===== src/rtl/sym_dn_lut_loader_if.sv =====
// Stream, swap-control and LUT write-port signals of the symmetric DN LUT loader.
// The master is the host/decoder side; the slave is the loader itself.
interface sym_dn_lut_loader_if #(
  parameter int unsigned PageAddrW = 6
);
  logic                 load_req;
  logic                 lut_valid;
  logic                 lut_ready;
  logic [1:0]           lut_data;
  logic                 swap_req;
  logic                 vnu_busy;
  logic                 read_addr_offset;
  logic                 lut_in_bank0;
  logic                 lut_in_bank1;
  logic [PageAddrW-1:0] page_write_addr;
  logic                 write_addr_offset;
  logic                 we;
  logic                 shadow_valid;
  logic                 load_done;
  logic                 swap_ack;
  logic                 load_err;

  modport master (
    output load_req, lut_valid, lut_data, swap_req, vnu_busy,
    input  lut_ready, read_addr_offset, lut_in_bank0, lut_in_bank1, page_write_addr,
    input  write_addr_offset, we, shadow_valid, load_done, swap_ack, load_err
  );

  modport slave (
    input  load_req, lut_valid, lut_data, swap_req, vnu_busy,
    output lut_ready, read_addr_offset, lut_in_bank0, lut_in_bank1, page_write_addr,
    output write_addr_offset, we, shadow_valid, load_done, swap_ack, load_err
  );
endinterface


===== src/rtl/sym_dn_lut_loader.sv =====
// Double-buffer controller for the symmetric DN LUT rank memory: streams a LUT set into the
// shadow half and swaps the active half at an iteration boundary once reads are idle.
module sym_dn_lut_loader #(
  parameter int unsigned PageNum   = 64,
  parameter int unsigned PageAddrW = 6
) (
  input logic                clk_i,
  input logic                rst_ni,
  sym_dn_lut_loader_if.slave bus
);

  typedef enum logic [1:0] {StIdle, StLoad, StDone} state_e;

  state_e               state_q;
  logic [PageAddrW-1:0] page_cnt_q;
  logic [PageAddrW-1:0] page_addr_q;
  logic                 rd_off_q;
  logic                 wr_off_q;
  logic                 we_q;
  logic                 bank0_q;
  logic                 bank1_q;
  logic                 shadow_valid_q;
  logic                 load_done_q;
  logic                 swap_ack_q;
  logic                 load_err_q;
  logic                 swap_pend_q;
  logic                 load_pend_q;

  logic accept;
  logic swap_fire;
  logic last_page;

  always_comb begin
    accept    = (state_q == StLoad) && bus.lut_valid;
    last_page = (page_cnt_q == PageAddrW'(PageNum - 1));
    // Swapping only from idle guarantees the active half is never being written.
    swap_fire = swap_pend_q && shadow_valid_q && !bus.vnu_busy && (state_q == StIdle);
  end

  always_ff @(posedge clk_i or negedge rst_ni) begin
    if (!rst_ni) begin
      state_q        <= StIdle;
      page_cnt_q     <= '0;
      page_addr_q    <= '0;
      rd_off_q       <= 1'b0;
      wr_off_q       <= 1'b0;
      we_q           <= 1'b0;
      bank0_q        <= 1'b0;
      bank1_q        <= 1'b0;
      shadow_valid_q <= 1'b0;
      load_done_q    <= 1'b0;
      swap_ack_q     <= 1'b0;
      load_err_q     <= 1'b0;
      swap_pend_q    <= 1'b0;
      load_pend_q    <= 1'b0;
    end else begin
      we_q        <= accept;
      load_done_q <= 1'b0;
      swap_ack_q  <= 1'b0;
      load_err_q  <= 1'b0;

      if (accept) begin
        page_addr_q <= page_cnt_q;
        wr_off_q    <= ~rd_off_q;
        bank0_q     <= bus.lut_data[0];
        bank1_q     <= bus.lut_data[1];
        page_cnt_q  <= page_cnt_q + PageAddrW'(1);
      end

      if (swap_fire) begin
        rd_off_q       <= ~rd_off_q;
        shadow_valid_q <= 1'b0;
        swap_pend_q    <= 1'b0;
        swap_ack_q     <= 1'b1;
      end else if (bus.swap_req) begin
        swap_pend_q <= 1'b1;
      end

      unique case (state_q)
        StIdle: begin
          if (swap_fire) begin
            // A load request colliding with the swap is deferred one cycle.
            if (bus.load_req) load_pend_q <= 1'b1;
          end else if (bus.load_req || load_pend_q) begin
            state_q        <= StLoad;
            page_cnt_q     <= '0;
            shadow_valid_q <= 1'b0;
            load_pend_q    <= 1'b0;
          end
        end
        StLoad: begin
          if (bus.load_req) load_err_q <= 1'b1;
          if (accept && last_page) state_q <= StDone;
        end
        StDone: begin
          if (bus.load_req) load_err_q <= 1'b1;
          shadow_valid_q <= 1'b1;
          load_done_q    <= 1'b1;
          state_q        <= StIdle;
        end
        default: state_q <= StIdle;
      endcase
    end
  end

  assign bus.lut_ready         = (state_q == StLoad);
  assign bus.read_addr_offset  = rd_off_q;
  assign bus.write_addr_offset = wr_off_q;
  assign bus.page_write_addr   = page_addr_q;
  assign bus.we                = we_q;
  assign bus.lut_in_bank0      = bank0_q;
  assign bus.lut_in_bank1      = bank1_q;
  assign bus.shadow_valid      = shadow_valid_q;
  assign bus.load_done         = load_done_q;
  assign bus.swap_ack          = swap_ack_q;
  assign bus.load_err          = load_err_q;

endmodule

===== src/flat_wrapper.sv =====
// flat-port wrapper written by rule: the top's interface ports become plain ports
module sym_dn_lut_loader_flat 
#(
  parameter int unsigned PageNum   = 64,
  parameter int unsigned PageAddrW = 6
)
  (clk_i, rst_ni, bus_load_req, bus_lut_valid, bus_lut_data, bus_swap_req, bus_vnu_busy, bus_lut_ready, bus_read_addr_offset, bus_lut_in_bank0, bus_lut_in_bank1, bus_page_write_addr, bus_write_addr_offset, bus_we, bus_shadow_valid, bus_load_done, bus_swap_ack, bus_load_err);
  sym_dn_lut_loader_if #(.PageAddrW(PageAddrW)) bus_i ();
  input logic clk_i;
  input logic rst_ni;
  input wire logic [$bits(bus_i.load_req)-1:0] bus_load_req;
  input wire logic [$bits(bus_i.lut_valid)-1:0] bus_lut_valid;
  input wire logic [$bits(bus_i.lut_data)-1:0] bus_lut_data;
  input wire logic [$bits(bus_i.swap_req)-1:0] bus_swap_req;
  input wire logic [$bits(bus_i.vnu_busy)-1:0] bus_vnu_busy;
  output wire logic [$bits(bus_i.lut_ready)-1:0] bus_lut_ready;
  output wire logic [$bits(bus_i.read_addr_offset)-1:0] bus_read_addr_offset;
  output wire logic [$bits(bus_i.lut_in_bank0)-1:0] bus_lut_in_bank0;
  output wire logic [$bits(bus_i.lut_in_bank1)-1:0] bus_lut_in_bank1;
  output wire logic [$bits(bus_i.page_write_addr)-1:0] bus_page_write_addr;
  output wire logic [$bits(bus_i.write_addr_offset)-1:0] bus_write_addr_offset;
  output wire logic [$bits(bus_i.we)-1:0] bus_we;
  output wire logic [$bits(bus_i.shadow_valid)-1:0] bus_shadow_valid;
  output wire logic [$bits(bus_i.load_done)-1:0] bus_load_done;
  output wire logic [$bits(bus_i.swap_ack)-1:0] bus_swap_ack;
  output wire logic [$bits(bus_i.load_err)-1:0] bus_load_err;
  assign bus_i.load_req = bus_load_req;
  assign bus_i.lut_valid = bus_lut_valid;
  assign bus_i.lut_data = bus_lut_data;
  assign bus_i.swap_req = bus_swap_req;
  assign bus_i.vnu_busy = bus_vnu_busy;
  assign bus_lut_ready = bus_i.lut_ready;
  assign bus_read_addr_offset = bus_i.read_addr_offset;
  assign bus_lut_in_bank0 = bus_i.lut_in_bank0;
  assign bus_lut_in_bank1 = bus_i.lut_in_bank1;
  assign bus_page_write_addr = bus_i.page_write_addr;
  assign bus_write_addr_offset = bus_i.write_addr_offset;
  assign bus_we = bus_i.we;
  assign bus_shadow_valid = bus_i.shadow_valid;
  assign bus_load_done = bus_i.load_done;
  assign bus_swap_ack = bus_i.swap_ack;
  assign bus_load_err = bus_i.load_err;
  sym_dn_lut_loader #(.PageNum(PageNum), .PageAddrW(PageAddrW)) u_core (.clk_i(clk_i), .rst_ni(rst_ni), .bus(bus_i));
endmodule

===== config.mk =====
export PLATFORM = sky130hd
export DESIGN_NAME = sym_dn_lut_loader_flat
export DESIGN_NICKNAME = d
export VERILOG_FILES = /design/src/rtl/sym_dn_lut_loader_if.sv /design/src/rtl/sym_dn_lut_loader.sv /design/src/flat_wrapper.sv
export SDC_FILE = /design/constraint.sdc
export NUM_CORES = 1
export LEC_CHECK = 0
export ABC_CLOCK_PERIOD_IN_PS = 1750
export BUFFER_PORTS_ARGS = -buffer_cell sky130_fd_sc_hd__buf_2
export CORE_ASPECT_RATIO = 1.4
export CORE_UTILIZATION = 52
export DETAILED_ROUTE_END_ITERATION = 8
export GPL_TIMING_DRIVEN = 0
export HOLD_SLACK_MARGIN = 0.06
export PLACE_DENSITY = 0.77
export SYNTH_ARGS = -nofsm -noshare
export SYNTH_HDL_FRONTEND = slang
export SYNTH_SLANG_ARGS = --single-unit

===== constraint.sdc =====
create_clock -name clk_i -period 1.75 [get_ports clk_i]
set_clock_uncertainty 0.2 [all_clocks]
set_input_delay 0.175 -clock clk_i [delete_from_list [all_inputs] [get_ports clk_i]]
set_output_delay 0.175 -clock clk_i [all_outputs]
set_load 0.005 [all_outputs]

**Yosys cells after proc, flatten, opt, wreduce, memory -nomap -nowiden**

Cells that the tools add are included.

- Register bits: 25
- Bits of input ports: 8

- Reduce and logical (&&, ||, !) cells: 13
- Add/sub/neg operators: 1
- Bitwise operators: 1
- Muxes and demuxes: 21
- Eq/ne operators: 7

Operators by type and width:

| operator | count |
|---|---|
| 2-to-1 mux 6 bit | 4 |
| 2-to-1 mux 1 bit | 12 |
| adder 6 x 1 -> 6 bit, second input constant | 1 |
| equality test 6 bit, second input constant | 1 |
| 2-to-1 mux 2 bit | 3 |
| inequality test 2 bit, second input constant | 3 |
| AND reduction 3 bit | 2 |
| logical AND 1 bit | 5 |
| one-hot mux 2 bit (2 select lines) | 1 |
| nonzero test 2 bit | 2 |
| equality test 2 x 1 -> 1 bit, second input constant | 1 |
| equality test 2 bit, second input constant | 1 |
| zero test 2 bit | 1 |
| inequality test 2 x 1 -> 1 bit, second input constant | 1 |
| one-hot mux 1 bit (2 select lines) | 1 |
| OR reduction 2 bit | 1 |
| zero test 1 bit | 1 |
| logical OR 1 bit | 1 |
| inverter 1 bit | 1 |

**Depth between registers and ports, before layout**

- Word-level depth: 7
- Mapped depth: 7
- Gate-level depth less buffers: 7

**Worst setup path before layout**

Ideal clock, no wire load.

- Kind: reg2reg
- Start point: register u_core.state_q[1]
- End point: register u_core.page_cnt_q[5]
- Data arrival time: 1.208 ns
- Path buffers: 0
- Library setup time: 0.132 ns
- Slack: 0.210 ns
- Period minus slack after synthesis: 1.540 ns
- Stages on the path, launching flop included: 7
- Required time: 1.418 ns
- Path through: dfrtp_1 > inv_1 > ha_1 > nand2_1 > nor3_1 > xnor2_1 > nor2_1

- Longest elaborated chain between the ends: 6

Ends and longest elaborated chain:

| item | line | RTL |
|---|---|---|
| start: declaration | sym_dn_lut_loader.sv:14 | `state_e state_q;` |
| start signal: assignment | sym_dn_lut_loader.sv:42 | `state_q <= StIdle;` |
| start signal: assignment | sym_dn_lut_loader.sv:85 | `state_q <= StLoad;` |
| start signal: assignment | sym_dn_lut_loader.sv:93 | `if (accept && last_page) state_q <= StDone;` |
| equality test 2 x 1 -> 1 bit (*) | -- |  |
| via bus_lut_ready | flat_wrapper.sv:16 | `output wire logic [$bits(bus_i.lut_ready)-1:0] bus_lut_ready;` |
| logical AND 1 bit (*) | sym_dn_lut_loader.sv:34 | `accept = (state_q == StLoad) && bus.lut_valid;` |
| 2-to-1 mux 6 bit (*) | sym_dn_lut_loader.sv:62 | `if (accept) begin` |
| 2-to-1 mux 6 bit | sym_dn_lut_loader.sv:84 | `end else if (bus.load_req \|\| load_pend_q) begin` |
| 2-to-1 mux 6 bit | sym_dn_lut_loader.sv:81 | `if (swap_fire) begin` |
| 2-to-1 mux 6 bit (*) | sym_dn_lut_loader.sv:79 | `unique case (state_q)` |
| end signal: assignment | sym_dn_lut_loader.sv:67 | `page_cnt_q <= page_cnt_q + PageAddrW'(1);` |
| end: declaration | sym_dn_lut_loader.sv:15 | `logic [PageAddrW-1:0] page_cnt_q;` |

Mark *: on every way through the listed nets, which the timed path passes. The rest lies on a longest branch.
A chain may end at the register's enable or synchronous reset.

**Final worst setup path**

- Start point: register u_core.state_q[1]
- End point: register u_core.page_cnt_q[5]

- Longest elaborated chain between the ends: 6

Ends and longest elaborated chain:

| item | line |
|---|---|
| equality test 2 x 1 -> 1 bit | sym_dn_lut_loader.sv:34 |
| logical AND 1 bit | sym_dn_lut_loader.sv:34 |
| 2-to-1 mux 6 bit | sym_dn_lut_loader.sv:62 |
| 2-to-1 mux 6 bit | sym_dn_lut_loader.sv:84 |
| 2-to-1 mux 6 bit | sym_dn_lut_loader.sv:81 |
| 2-to-1 mux 6 bit (*) | sym_dn_lut_loader.sv:79 |

Mark *: on every way between the ends. The rest lies on a longest branch, timed or not.

==> results <==
- The run finished with clean final reports.
- For this run, the detailed router's first-pass iteration total came to 4.
- The endpoint kind of the worst setup timing path is a flop.
- The Yosys step of the flow raised 0 warnings.
- IR analysis of the VDD net gives a maximum drop of 0.8644 mV.
- The critical path is of the flop to flop type.
- The worst setup path is launched from a flop.
- The HPWL after detailed placement is about 1400 um.
- The site row count is 19.
- After detailed routing, the average wire length per cell comes to 12.25 um.
- The DRC violation count after routing is 0.
- During I/O placement, the number of pins put on the boundary was 24.
- Along the worst path, the maximum fanout reaches 4.
- Prior to clock tree synthesis, the placed netlist has a worst setup slack of around 0.064 ns.
- The fraction of post-synthesis cell area in the top cell type by area is 57.67%.
- The share of the Yosys chip area taken by registers is 57.67%.
- For this design the ratio of total power to cell area is between 1000 and 1500 mW/mm2.
- The first global-routing pass estimated 3167 um of wire.
- The number of nets in the layout is 153.
- After layout, the minimum clock period comes to 1.655 ns.
- The longest clock path from root to sink contains 2 buffers.
- Per report_power, the clock group accounts for 13.9% of the total.
- By area the synthesized netlist is led by sky130_fd_sc_hd__dfrtp_1 58%, sky130_fd_sc_hd__nand2_1 11%, sky130_fd_sc_hd__ha_1 6.9%.
- The via count of the first global-routing pass is 807.
- The total buffers and inverters traversed by the critical path is 1.
- The worst hold margin is 0.1477 ns.
- The detail route stage leaves a number of antenna-violating nets equal to 0.
- The detailed router placed 809 vias in this run.
- The fraction of final layout cells with drive strength greater than 1 is roughly 29%.
- The area occupied by multi-input gates is between 400 and 500 um2.
- The die covers 0.002275 mm2.
- The slowest library cell on the worst path is sky130_fd_sc_hd__dfrtp_1.
- The detailed-route vias per instance is 5.088.
- Dividing the final minimum period by the clock period gives 94.59%.
- The post-synthesis cell type count is 24.
- From synthesis to final layout, the design area changed by 23.07%.
- At the later pin of the worst-skew pair, clock insertion delay measures 0.32 ns.
- The mean area per synthesized cell is 10.43 um2.
- The switching power as a share of total power is 35.72%.
- During placement, the flow inserted port buffers numbering 23.
- The worst pin sits at a relative slew slack of 63.92%.
- The number of sinks handled by clock tree synthesis is 25.
- The remaining global-route overflow is 0.
- The initial antenna violation count is 0.
- The largest stage delay on the critical path is about 0.44 ns.
- The reported net switching power is 0.0006673 W.
- The congestion estimate from routability-driven global placement came to 0.7850.
- The data arrival time of the worst path is 1.67 ns.
- The layout has 157 filler cells.
- The reg2reg setup slack is roughly 0.095 ns.
- Setup violations remaining at the end of the flow were counted as 0.
- The cell total after placement is between 100 and 150.
- The horizontal die dimension is roughly 41 um.
- The post-layout worst setup margin is 0.09464 ns.
- The leading area contributor after synthesis is sky130_fd_sc_hd__dfrtp_1.
- Summed over all cells, the static leakage comes to approximately 0.73 nW.
- The number of buffers added by the clock tree synthesis step is 3.
- After the first detailed-routing iteration, the DRC count stood at 12.
- The final layout contains routed wiring with a total length of 1948 um.
- The master cell of the clock root buffer is sky130_fd_sc_hd__clkbuf_4.
- The chip height is 56.04 um.
- The max-slew violation count came to 0.
- The synthesized netlist occupies a cell area of 0.001085 mm2.
- Traced cell by cell, the critical path runs through inv_2 > ha_2 > nand2_1 > nor3_1 > xnor2_1 > nor2_1.
- Timing would allow up to 0.6041 GHz.
- The core region is between 0.0015 and 0.002 mm2.
- The tool flagged a number of max-cap violations equal to 0.
- The share of total power dissipated in combinational logic is between 30% and 40%.
- Global routing used 19.69% of the available tracks across all layers.
- The clock-pin transition on the worst setup and hold timing paths is 0.14 ns.
- The data required time of the critical path is 1.76 ns.
- Registers take 625.6 um2.
- Per report_power, the sequential group accounts for a little under half of the total.
- In this run, synthesis produced a sequential element count of 25.
- The number of nets in the synthesized netlist is 118.
- The CTS tree is yes.
- Grouping stages by cell kind, the critical path spends the most delay in flip-flops.
- The min-delay analysis places its worst path in the category primary input to async pin.
- The initial cell density of the core is 54.98%.
- The H-tree depth is 1.
- The pin count of the biggest net entering global routing is 26.
- Excluding fillers, the count of instances in the completed layout stands at 159.
- The number of inserted diodes is 0.
- The internal power contribution is 0.001201 W.
- The end-of-flow core utilization is 67.66%.
- The count of final hold-check violations is 0.
- In the synthesized netlist, the number of instances is 104.
- At the pin with the least slew margin, the transition time is ~0.54 ns.
placed cells by master (no fill, tap or decap), drive strengths merged:
master / synthesis / routed
nand3: 2 / 2
dlygate4sd3: 0 / 7
xor2: 3 / 3
nor2: 8 / 8
dfrtp: 25 / 25
and2: 1 / 1
xnor2: 3 / 3
buf: 1 / 23
clkinv: 0 / 1
clkbuf: 1 / 5
nor3: 1 / 1
ha: 6 / 6
mux2: 2 / 2
nor3b: 1 / 1
and3b: 1 / 1
a21oi: 3 / 3
nand4: 2 / 2
inv: 6 / 6
nand2: 33 / 33
a21o: 1 / 1
o21ai: 4 / 4
cell type report:
type,count,area share [%]
timing repair buffer,30,13.87
buffer,2,0.8435
clock inverter,1,0.3749
clock buffer,3,1.687
tap,21,1.968
inverter,6,1.687
multi-input combinational,71,32.71
sequential,25,46.86
metal layers:
metal,global-route usage (%),share of wire [%],vias up
met5,0,0,-
met4,8.571,2.1,0
met3,2.400,3.5,4
met2,32.65,50,20
met1,23.98,44,390
li1,-,-,395
per-stage QoR:
stage	instance area [um2]	TNS, ns	power, W
after global routing	1335	-0.001393	0.002019
final	1335	0	0.001868
after floorplan	1085	0	0.001339
after CTS	1324	0	0.001863
after detailed placement	1226	0	0.001591
after global placement	1226	0	0.001543
worst paths after layout:
check                      cells past startpoint                           from                            end
max                                            6              u_core.state_q[1]           u_core.page_cnt_q[5]
min                                            2                         rst_ni  u_core.bus.page_write_addr[1]
max reg2reg                                    6              u_core.state_q[1]           u_core.page_cnt_q[5]
min reg2reg                                    2  u_core.bus.page_write_addr[5]  u_core.bus.page_write_addr[5]
max in group asynchronous                      2                         rst_ni           u_core.page_cnt_q[5]
min in group clk_i                             2  u_core.bus.page_write_addr[5]  u_core.bus.page_write_addr[5]
synthesized netlist by cell type, drive strengths merged:
library cell,count
ha,6
inv,6
o21ai,4
nor3,1
nor3b,1
and3b,1
nor2,8
nand2,33
nand3,2
buf,1
xnor2,3
a21o,1
nand4,2
mux2,2
dfrtp,25
xor2,3
a21oi,3
and2,1
clkbuf,1
logic make-up after synthesis:
logic type | synth area share, %
and+or+nand+nor | 20.30
DFF | 57.67
AOI/OAI and AO/OA | 4.613
buffers and inverters | 2.883
xor gates and xnor gates | 4.845
adders and majority gates | 6.920
muxes | 2.768
power groups by stage:
stage	logic, W	clock network (W)	registers, W
after global routing	0.000827	0.000283	0.000910
after detailed placement	0.000703	0	0.000888
after global placement	0.000666	0	0.000876
after CTS	0.000717	0.000269	0.000877
after floorplan	0.000454	0	0.000885
final	0.000729	0.000260	0.000879
repair_timing:
action	CTS	global route
hold buffers	7	0
buffers inserted	0	0
hold endpoints to repair	32	0
endpoints found under the setup margin	0	15
gates resized for setup	0	4
(Power assumes the default switching activity.)
